`src/rtl/multdiv_seq_pkg.sv`:
```
// Shared types and constants for the RV32M iterative multiply/divide sequencer.
//   WORD_WIDTH  : operand/result width
//   DCODE_WIDTH : width of the decoded_instr opcode code
//   INSTR_*     : M-class decoded_instr codes
//   md_decode() : maps an opcode code to its operand-signedness/result-select flags
package multdiv_seq_pkg;

  localparam int unsigned WORD_WIDTH  = 32;
  localparam int unsigned DCODE_WIDTH = 7;
  localparam int unsigned ACC_WIDTH   = 2 * WORD_WIDTH;
  localparam int unsigned MD_ITERS    = WORD_WIDTH;
  localparam int unsigned CNT_WIDTH   = $clog2(MD_ITERS);

  typedef logic [DCODE_WIDTH-1:0] dcode_t;

  localparam dcode_t INSTR_MUL    = 7'h30;
  localparam dcode_t INSTR_MULH   = 7'h31;
  localparam dcode_t INSTR_MULHSU = 7'h32;
  localparam dcode_t INSTR_MULHU  = 7'h33;
  localparam dcode_t INSTR_DIV    = 7'h34;
  localparam dcode_t INSTR_DIVU   = 7'h35;
  localparam dcode_t INSTR_REM    = 7'h36;
  localparam dcode_t INSTR_REMU   = 7'h37;

  typedef enum logic [1:0] {
    MD_IDLE = 2'd0,
    MD_CALC = 2'd1,
    MD_SIGN = 2'd2,
    MD_DONE = 2'd3
  } multdiv_state_t;

  // Per-op control flags resolved at accept time
  typedef struct packed {
    logic is_m;     // recognised M-class op
    logic is_div;   // divide/remainder loop instead of multiply
    logic sgn1;     // rs1 treated as signed
    logic sgn2;     // rs2 treated as signed
    logic sel_hi;   // return product[63:32]
    logic sel_rem;  // return remainder instead of quotient
  } md_dec_t;

  function automatic md_dec_t md_decode(input dcode_t op);
    md_dec_t d;
    d = '0;
    case (op)
      INSTR_MUL:    begin d.is_m = 1'b1; d.sgn1 = 1'b1; d.sgn2 = 1'b1; end
      INSTR_MULH:   begin d.is_m = 1'b1; d.sgn1 = 1'b1; d.sgn2 = 1'b1; d.sel_hi = 1'b1; end
      INSTR_MULHSU: begin d.is_m = 1'b1; d.sgn1 = 1'b1; d.sel_hi = 1'b1; end
      INSTR_MULHU:  begin d.is_m = 1'b1; d.sel_hi = 1'b1; end
      INSTR_DIV:    begin d.is_m = 1'b1; d.is_div = 1'b1; d.sgn1 = 1'b1; d.sgn2 = 1'b1; end
      INSTR_DIVU:   begin d.is_m = 1'b1; d.is_div = 1'b1; end
      INSTR_REM:    begin d.is_m = 1'b1; d.is_div = 1'b1; d.sgn1 = 1'b1; d.sgn2 = 1'b1;
                          d.sel_rem = 1'b1; end
      INSTR_REMU:   begin d.is_m = 1'b1; d.is_div = 1'b1; d.sel_rem = 1'b1; end
      default:      d = '0;
    endcase
    return d;
  endfunction

endpackage

```
`src/rtl/multdiv_seq_step.sv`:
```
// One iteration of the unsigned multiply/divide loop (purely combinational).
//   i_is_div : 1 = restoring shift-subtract, 0 = shift-add
//   i_acc    : mul {partial_hi, multiplier_remaining}; div {remainder, dividend/quotient}
//   i_opnd   : multiplicand (mul) or divisor (div)
//   o_acc    : accumulator after this iteration
module multdiv_seq_step
  import multdiv_seq_pkg::*;
(
  input  logic                  i_is_div,
  input  logic [ACC_WIDTH-1:0]  i_acc,
  input  logic [WORD_WIDTH-1:0] i_opnd,
  output logic [ACC_WIDTH-1:0]  o_acc
);

  logic [WORD_WIDTH:0] w_sum;
  logic [WORD_WIDTH:0] w_rem_sh;
  logic [WORD_WIDTH:0] w_diff;

  always_comb begin
    // mul: add multiplicand into the high half when the current multiplier bit is set
    w_sum    = {1'b0, i_acc[ACC_WIDTH-1:WORD_WIDTH]}
             + (i_acc[0] ? {1'b0, i_opnd} : (WORD_WIDTH+1)'(0));
    // div: remainder shifted left by one, pulling in the next dividend bit
    w_rem_sh = i_acc[ACC_WIDTH-1:WORD_WIDTH-1];
    w_diff   = w_rem_sh - {1'b0, i_opnd};
    o_acc    = '0;
    if (i_is_div) begin
      // borrow in bit WORD_WIDTH means the trial subtract went negative: restore
      if (!w_diff[WORD_WIDTH]) begin
        o_acc = {w_diff[WORD_WIDTH-1:0], i_acc[WORD_WIDTH-2:0], 1'b1};
      end else begin
        o_acc = {w_rem_sh[WORD_WIDTH-1:0], i_acc[WORD_WIDTH-2:0], 1'b0};
      end
    end else begin
      o_acc = {w_sum, i_acc[WORD_WIDTH-1:1]};
    end
  end

endmodule

```
`src/rtl/multdiv_seq.sv`:
```
// Iterative RV32M sequencer: 1 bit/cycle shift-add multiply or restoring divide
// on operand magnitudes, with a final sign fix-up stage.
//   clk_i, rst_i            : clock, async active-high reset
//   op_valid_i/op_ready_o   : op handshake (ready only in IDLE)
//   op_i, rs1_i, rs2_i      : decoded M-class code and operands
//   kill_i                  : flush, returns to IDLE next edge
//   res_valid_o/res_ready_i : result handshake
//   result_o                : 32-bit result, stable while res_valid_o=1
//   busy_o                  : stall request (state != IDLE)
module multdiv_seq
  import multdiv_seq_pkg::*;
(
  input  logic                   clk_i,
  input  logic                   rst_i,
  input  logic                   op_valid_i,
  output logic                   op_ready_o,
  input  logic [DCODE_WIDTH-1:0] op_i,
  input  logic [WORD_WIDTH-1:0]  rs1_i,
  input  logic [WORD_WIDTH-1:0]  rs2_i,
  input  logic                   kill_i,
  output logic                   res_valid_o,
  input  logic                   res_ready_i,
  output logic [WORD_WIDTH-1:0]  result_o,
  output logic                   busy_o
);

  multdiv_state_t        r_state;
  multdiv_state_t        w_next_state;
  logic [ACC_WIDTH-1:0]  r_acc;
  logic [WORD_WIDTH-1:0] r_opnd;
  logic [CNT_WIDTH-1:0]  r_cnt;
  logic                  r_is_div;
  logic                  r_neg_res;
  logic                  r_sel_hi;
  logic                  r_sel_rem;
  logic [WORD_WIDTH-1:0] r_result;

  md_dec_t               w_dec;
  logic                  w_accept;
  logic                  w_s1_neg;
  logic                  w_s2_neg;
  logic [WORD_WIDTH-1:0] w_abs1;
  logic [WORD_WIDTH-1:0] w_abs2;
  logic                  w_neg_res;
  logic                  w_div_zero;
  logic                  w_div_ovf;
  logic                  w_fast;
  logic [WORD_WIDTH-1:0] w_fast_result;
  logic [ACC_WIDTH-1:0]  w_step_acc;
  logic [ACC_WIDTH-1:0]  w_prod;
  logic [WORD_WIDTH-1:0] w_div_sel;
  logic [WORD_WIDTH-1:0] w_sign_result;
  logic                  w_op_ready;
  logic                  w_res_valid;
  logic                  w_busy;

  // Accept-time decode: magnitudes, result sign and special-case divides
  always_comb begin
    w_dec      = md_decode(op_i);
    w_accept   = op_valid_i & (r_state == MD_IDLE) & ~kill_i & w_dec.is_m;
    w_s1_neg   = w_dec.sgn1 & rs1_i[WORD_WIDTH-1];
    w_s2_neg   = w_dec.sgn2 & rs2_i[WORD_WIDTH-1];
    w_abs1     = w_s1_neg ? (~rs1_i) + WORD_WIDTH'(1) : rs1_i;
    w_abs2     = w_s2_neg ? (~rs2_i) + WORD_WIDTH'(1) : rs2_i;
    // remainder takes the dividend's sign; quotient/product the xor of both
    w_neg_res  = w_dec.sel_rem ? w_s1_neg : (w_s1_neg ^ w_s2_neg);
    w_div_zero = (rs2_i == '0);
    w_div_ovf  = w_dec.sgn1 & (rs1_i == {1'b1, {(WORD_WIDTH-1){1'b0}}}) & (rs2_i == '1);
    w_fast     = w_dec.is_div & (w_div_zero | w_div_ovf);
    if (w_div_zero) begin
      w_fast_result = w_dec.sel_rem ? rs1_i : '1;
    end else begin
      // signed overflow: quotient is the dividend itself, remainder zero
      w_fast_result = w_dec.sel_rem ? '0 : rs1_i;
    end
  end

  multdiv_seq_step u_step (
    .i_is_div (r_is_div),
    .i_acc    (r_acc),
    .i_opnd   (r_opnd),
    .o_acc    (w_step_acc)
  );

  // Sign fix-up and result selection
  always_comb begin
    w_prod        = r_neg_res ? (~r_acc) + ACC_WIDTH'(1) : r_acc;
    w_div_sel     = r_sel_rem ? r_acc[ACC_WIDTH-1:WORD_WIDTH] : r_acc[WORD_WIDTH-1:0];
    if (r_neg_res) begin
      w_div_sel = (~w_div_sel) + WORD_WIDTH'(1);
    end
    if (r_is_div) begin
      w_sign_result = w_div_sel;
    end else if (r_sel_hi) begin
      w_sign_result = w_prod[ACC_WIDTH-1:WORD_WIDTH];
    end else begin
      w_sign_result = w_prod[WORD_WIDTH-1:0];
    end
  end

  // State register
  always_ff @(posedge clk_i or posedge rst_i) begin
    if (rst_i) begin
      r_state <= MD_IDLE;
    end else begin
      r_state <= w_next_state;
    end
  end

  // Next-state logic; kill overrides everything
  always_comb begin
    w_next_state = r_state;
    if (kill_i) begin
      w_next_state = MD_IDLE;
    end else begin
      case (r_state)
        MD_IDLE: if (w_accept) w_next_state = w_fast ? MD_DONE : MD_CALC;
        MD_CALC: if (r_cnt == CNT_WIDTH'(MD_ITERS - 1)) w_next_state = MD_SIGN;
        MD_SIGN: w_next_state = MD_DONE;
        MD_DONE: if (res_ready_i) w_next_state = MD_IDLE;
        default: w_next_state = MD_IDLE;
      endcase
    end
  end

  // Handshake outputs decoded from the state register
  always_comb begin
    w_op_ready  = (r_state == MD_IDLE);
    w_res_valid = (r_state == MD_DONE);
    w_busy      = (r_state != MD_IDLE);
  end

  assign op_ready_o  = w_op_ready;
  assign res_valid_o = w_res_valid;
  assign busy_o      = w_busy;
  assign result_o    = r_result;

  // Datapath registers
  always_ff @(posedge clk_i or posedge rst_i) begin
    if (rst_i) begin
      r_acc     <= '0;
      r_opnd    <= '0;
      r_cnt     <= '0;
      r_is_div  <= 1'b0;
      r_neg_res <= 1'b0;
      r_sel_hi  <= 1'b0;
      r_sel_rem <= 1'b0;
      r_result  <= '0;
    end else begin
      case (r_state)
        MD_IDLE: begin
          if (w_accept) begin
            // mul: acc={0,multiplier}, opnd=multiplicand; div: acc={0,dividend}, opnd=divisor
            r_acc     <= {WORD_WIDTH'(0), (w_dec.is_div ? w_abs1 : w_abs2)};
            r_opnd    <= w_dec.is_div ? w_abs2 : w_abs1;
            r_cnt     <= '0;
            r_is_div  <= w_dec.is_div;
            r_neg_res <= w_neg_res;
            r_sel_hi  <= w_dec.sel_hi;
            r_sel_rem <= w_dec.sel_rem;
            if (w_fast) begin
              r_result <= w_fast_result;
            end
          end
        end
        MD_CALC: begin
          r_acc <= w_step_acc;
          r_cnt <= r_cnt + CNT_WIDTH'(1);
        end
        MD_SIGN: begin
          if (!kill_i) begin
            r_result <= w_sign_result;
          end
        end
        default: ;
      endcase
    end
  end

endmodule
```
`config.mk`:
```
export PLATFORM = sky130hd
export DESIGN_NAME = multdiv_seq
export DESIGN_NICKNAME = d
export VERILOG_FILES = /design/src/rtl/multdiv_seq_pkg.sv /design/src/rtl/multdiv_seq_step.sv /design/src/rtl/multdiv_seq.sv
export SDC_FILE = /design/constraint.sdc
export NUM_CORES = 1
export LEC_CHECK = 0
export CORE_MARGIN = 5
export CORE_UTILIZATION = 50
export DETAILED_ROUTE_END_ITERATION = 12
export PLACE_DENSITY = 0.66
export SLEW_MARGIN = 5
export SYNTH_ARGS = -nofsm -noshare
export SYNTH_HDL_FRONTEND = slang
export SYNTH_HIERARCHICAL = 1
export SYNTH_SLANG_ARGS = --single-unit
```
`constraint.sdc`:
```
create_clock -name clk_i -period 4.9 [get_ports clk_i]
set_input_delay 0.735 -clock clk_i [delete_from_list [all_inputs] [get_ports clk_i]]
set_output_delay 0.735 -clock clk_i [all_outputs]
set_load 0.05 [all_outputs]
```
==> results.cfg, run 1 <==
[worst_setup_path]
endpoint_kind = flip-flop
cpMaxStageDelayCell = o32ai_1
setup.worst_path.class = reg -> reg
reg2reg_slack_ns = 0.73
worst_ep_required_time_ns = 5.22
worstPathMaxFanout = 15
worst_path_largest_cell_delay_ns = 0.87
reg2reg_depth = 8
arrival_ns = 4.49
startpoint_type = flip-flop
r2r_end = result_o[26]
worstReg2RegStart = r_sel_rem
critPathTopFamily = compound AO/OA/AOI/OAI gates
path_buf_inv = 1
cp_cell_sequence = or4b_2, o32ai_1, nand4_1, o41ai_1, xor2_1, a222oi_1, buf_4, o211ai_1

[routing]
routed_via_density = 6.70
vias = 17686
wire_per_inst_um = 25.1
antenna_left = 0
dr.first_iter.drc_count = 2164
drc = 0
wirelength_um = 66400
drt-pass1-iter-count = 6

[flow_run]
max_cap_violations = 0

[finish]
design_area_mm2 = 0.0184
nFillCells = 3128
area_growth_pct = 12.5
layout_commonest_cell = nand2_1
final_cell_mix = 232 x nand2_1, 169 x nor2_1, 152 x a21oi_1
final_nets = 2336
drive_gt1_frac = 0.0865

[yosys]
synthTopCellsByArea = dfrtp_1 21%, ha_1 5.7%, nand2_1 5.4%, xnor2_1 5.1%, a21oi_1 4.7%
synthCells = 2161
synth_seq_cells = 139
synth.yosys.seq_area_share = 0.213
ys.flop_type = dfrtp_1
yosysWarnings = 6
yosysTopAreaCell = dfrtp_1
syn_area_per_cell_um2 = 7.56
synth_edf_count = 0
netlist_area_mm2 = 0.0163
yosysTopAreaCellShare = 0.213
yosysUniqueCellTypes = 95
synthArstFlopShare = 1.00
syn_nets = 2314

[global_route]
overflow = 0
grt_max_degree = 94
grt_pass1_vias = 16320
met3_usage = 0.0831
top_usage_layer = met2
antenna_found_initial = 4
grt_pass1_wl_um = 99500
grt_use_met1 = 0.484
grt_use_met2 = 0.535
grt_util_all_layers = 0.356

[place]
gp_congestion = 1.02
port_buffers = 110
hpwlAfterDp_um = 50400
placed_area_mm2 = 0.0178

[timing]
hold_viol = 0
period_share = 0.851
max_slew.worst_pin.slew_ns = 1.03
setup_viol = 0
fmax_mhz = 240
rsz0062_at_grt = false
min_period_ns = 4.17
max-slew-margin-rel = 0.310
fin_setup_tns_ns = 0
maxSlewViolCount = 0
fin_worst_skew_ns = 0.0158

[floorplan]
core_mm2 = 0.0324
die_h_um = 191
ios = 111
initial_core_util = 0.505
fp.dieW_um = 191
rows = 66
dieArea_mm2 = 0.0364

[hold_path]
worstHoldStart = result_o[17]
hold_end = result_o[17]
hold_depth = 2
hp-class = reg -> reg

[clocking]
max-clock-path-buffers = 2
clk_pin_slew_ns = 0.07
hold_buffers = 0
cts.sinks = 139
clock_latency_ns = 0.46
cts_made_buffers = 17
cts_tree = done
htree_levels = 4
post_cts_buffers = 0
postCtsResizedCells = 0
cts_root_buf = clkbuf_16

[power]
p_leak_uw = 0.00724
irDropWorstVdd_v = 0.000339
power_density_mw_per_mm2 = 707

[outcome]
status = complete, no violations
cell usage after synthesis, types with 37 or more instances:
cell	instances
nand2_1	233
or3_1	37
clkbuf_1	126
xnor2_1	96
ha_1	75
nand3_1	63
and2_1	38
o31ai_1	38
dfrtp_1	139
mux2i_1	64
nor2_1	169
nor3_1	52
a21oi_1	154
xor2_1	82
inv_1	66
a31oi_1	47
mux2_2	48
o21ai_0	131
power by group:
part / leakage (uW) / switching [uW] / total (uW) / internal (uW)
Sequential: 0.00172 / 1060 / 2680 / 1620
Clock: 0.000267 / 617 / 1280 / 664
Combinational: 0.00526 / 5480 / 9030 / 3550
worst max-delay path by stage:
stage / start / slack, ns / cells after the start / end
3_3_place_gp: rs1_i[13] / 0.65 / 8 / result_o[30]
4_1_cts: r_acc[31] / 0.82 / 14 / r_acc[32]
6_report: r_sel_rem / 0.73 / 8 / result_o[26]
5_1_grt: r_acc[31] / 0.56 / 14 / r_acc[32]
2_1_floorplan: rst_i / 0.44 / 1 / r_acc[0]
3_5_place_dp: rs1_i[13] / 0.55 / 9 / result_o[15]
worst min-delay path, stage by stage (launching register included):
cell and delay, ns:
dfrtp_1 0.34, nand2_1 0.04, o21ai_0 0.06
metal layers:
layer  vias to the layer above  part of all wire
li1                       8026                 -
met1                      8413              0.41
met2                      1037              0.43
met3                       210              0.11
met4                         0             0.056
met5                         -                 0
kinds of logic after synthesis:
kind of cell    synth area share
simple gates               0.227
compound gates             0.274
buf+inv                   0.0561
xor+xnor                  0.0981
flops                      0.213
mux                       0.0723
fa+ha+maj                 0.0599
through the flow:
step | power [uW] | instances | utilization | worst slack, ns | hold slack [ns]
finish | 13000 | 2640 | 0.568 | 0.731 | 0.490
global placement | 11400 | 2606 | 0.551 | 0.647 | 0.472
detailed placement | 11400 | 2606 | 0.551 | 0.553 | 0.469
global route | 13800 | 2638 | 0.568 | 0.558 | 0.530
floorplan | 8760 | 2161 | - | 0.440 | 0.453
CTS | 12700 | 2638 | 0.568 | 0.819 | 0.491
flip-flops by register name, indices dropped and copies added, names as in the netlist:
| name | flops |
|---|---|
| r_state | 2 |
| r_is_div | 1 |
| result_o | 32 |
| r_neg_res | 1 |
| r_acc | 64 |
| r_sel_hi | 1 |
| r_sel_rem | 1 |
| r_opnd | 32 |
| r_cnt | 5 |
final cells by class:
cell class                      count  area, um^2  area share
Clock inverter                     15         130     0.00708
Clock buffer                       17         425      0.0231
Inverter                           68         260      0.0142
Sequential cell                   139        3480       0.190
Timing Repair Buffer              167        1540      0.0839
Multi-Input combinational cell   1790       12000       0.652
Antenna cell                        2        5.00    0.000272
Tap cell                          442         553      0.0301
Note: power is estimated with default switching activity, not from simulation.
==> run 2: changes to the inputs <==
Settings changed: PLACE_DENSITY 0.66 to 0.67, SLEW_MARGIN 5 to 25, SYNTH_HIERARCHICAL 1 to not set.
==> run 2 against run 1 <==
Against the previous run: cell count decreased by 4.2%; synthesized area decreased by 6.1%; combinational power decreased by 64%; worst setup slack got worse by 0.049 ns; sequential cell count unchanged; first-iteration DRC count increased by 4.2%; wire length decreased by 0.18%; cell area decreased by 4.2%; critical path type unchanged; critical endpoint is now r_acc[62]; largest power group unchanged.
==> results.cfg, run 2 <==
[timing]
min_period_ns = 4.22
fin_worst_skew_ns = 0.0137
max_slew.worst_pin.slew_ns = 1.11
rsz0062_at_grt = false
period_share = 0.861
hold_viol = 0
fmax_mhz = 237
setup_viol = 0
max-slew-margin-rel = 0.258
maxSlewViolCount = 0
fin_setup_tns_ns = 0

[worst_setup_path]
reg2reg_depth = 12
worstReg2RegStart = r_acc[0]
setup.worst_path.class = reg -> reg
worstPathMaxFanout = 9
startpoint_type = flip-flop
arrival_ns = 4.55
endpoint_kind = flip-flop
worst_ep_required_time_ns = 5.23
reg2reg_slack_ns = 0.68
r2r_end = r_acc[62]

[global_route]
antenna_found_initial = 0
grt_pass1_vias = 15893
grt_max_degree = 100
grt_util_all_layers = 0.383
grt_pass1_wl_um = 99100
overflow = 0

[power]
p_switching_uw = 3190
p_int_uw = 3370
switching_share = 0.486
clockPowerShare = 0.209
power_density_mw_per_mm2 = 373
p_leak_uw = 0.00706
seqPwrFrac = 0.291
pwr-share-comb = 0.500
power.total_uw = 6560
irDropWorstVdd_v = 0.000271

[clocking]
post_cts_buffers = 0
hold_buffers = 0
htree_levels = 4
max-clock-path-buffers = 2
postCtsResizedCells = 0
cts_made_buffers = 17
cts_tree = done
clk_pin_slew_ns = 0.08
cts.sinks = 139
clock_latency_ns = 0.46
cts_root_buf = clkbuf_16

[hold_path]
hold_depth = 2
worstHoldStart = result_o[2]
hold_end = result_o[2]
hp-class = reg -> reg

[finish]
area_growth_pct = 14.8
final_cell_mix = 226 x nand2_1, 211 x nor2_1, 169 x o21ai_0
finalNonFillerCells = 2530
final_nets = 2274
largest_register = r_acc
regArea_mm2 = 0.00348
largest_register_ffs = 64
diodes = 0
drive_gt1_frac = 0.0698
design_area_mm2 = 0.0176
multiInputGateArea_mm2 = 0.0111
final_util = 0.579
layout_commonest_cell = nand2_1
nFillCells = 2895

[routing]
vias = 16988
routed_via_density = 6.71
dr.first_iter.drc_count = 2255
drt-pass1-iter-count = 5
antenna_left = 0
wirelength_um = 66300
drc = 0
wire_per_inst_um = 26.2

[place]
placed_area_mm2 = 0.0170
gp_congestion = 1.10
hpwlAfterDp_um = 51800
placed_cells = 2498
port_buffers = 110

[floorplan]
dieArea_mm2 = 0.0343
die_h_um = 185
core_mm2 = 0.0304
rows = 64
initial_core_util = 0.504
fp.dieW_um = 185
ios = 111

[yosys]
syn_nets = 2219
synthCells = 2066
synthArstFlopShare = 1.00
yosysTopAreaCellShare = 0.227
netlist_area_mm2 = 0.0153
yosysWarnings = 0
synthTopCellsByCount = 226 x nand2_1, 211 x nor2_1, 170 x o21ai_0, 154 x a21oi_1, 139 x dfrtp_1
synth.yosys.seq_area_share = 0.227
yosysTopAreaCell = dfrtp_1
syn_area_per_cell_um2 = 7.43
yosysUniqueCellTypes = 85
synth_edf_count = 0
synth_seq_cells = 139
ys.flop_type = dfrtp_1
synthTopCellsByArea = dfrtp_1 23%, ha_1 6.1%, xnor2_1 6.0%, o21ai_0 5.5%, nand2_1 5.5%
post-synth-top-count-cell = nand2_1

[flow_run]
max_cap_violations = 0

[outcome]
status = complete, no violations
-- run 2: kinds of logic after synthesis --
family | Yosys count | synth area share
fa+ha+maj | 77 | 0.0638
flops | 139 | 0.227
buf+inv | 225 | 0.0557
xor+xnor | 172 | 0.0982
mux | 91 | 0.0604
simple gates | 704 | 0.216
compound gates | 658 | 0.279
-- run 2: through the flow --
step                      hold WS (ns)  worst slack (ns)
after global routing             0.505             0.491
after CTS                        0.493             0.828
after global placement           0.467             0.610
after floorplan                  0.450             0.440
after detailed placement         0.473             0.530
final                            0.488             0.682
-- run 2: power groups by stage --
stage	combinational [uW]	clock (uW)	sequential (uW)
2_1_floorplan	2210	0	1690
3_3_place_gp	3170	0	1890
5_1_grt	3540	1420	1910
3_5_place_dp	3190	0	1890
4_1_cts	3210	1370	1860
6_report	3280	1370	1910
-- run 2: routing by layer --
layer	vias up	global-route usage	wire, um
met2	977	0.576	28800
met3	164	0.0890	6990
li1	7693	-	-
met5	-	0	0
met4	0	0.180	3290
met1	8154	0.523	27200
-- run 2: layout make-up --
cell class | count | area share
Inverter | 80 | 0.0175
Clock buffer | 18 | 0.0249
Timing Repair Buffer | 181 | 0.0935
Multi-Input combinational cell | 1702 | 0.629
Tap cell | 396 | 0.0281
Sequential cell | 139 | 0.198
Clock inverter | 14 | 0.00874
-- run 2: worst max path at each step --
stage	end	from	depth (start not counted)
2_1_floorplan	r_acc[0]	rst_i	1
3_3_place_gp	result_o[7]	rs2_i[1]	12
3_5_place_dp	result_o[14]	rs1_i[19]	10
4_1_cts	r_acc[53]	r_acc[31]	12
5_1_grt	r_acc[51]	r_acc[31]	12
6_report	r_acc[62]	r_acc[0]	12
-- run 2: worst max-delay path, cell delays in order, from the launching register on --
cell	delay, ns
dfrtp_1	0.50
inv_1	0.29
nor2_1	0.10
ha_1	0.37
a21o_1	0.15
a21oi_1	0.09
a2111o_1	0.39
a31oi_1	0.46
nand4_1	0.23
a22o_1	0.33
o311ai_0	0.70
nor4_1	0.11
a311o_1	0.36
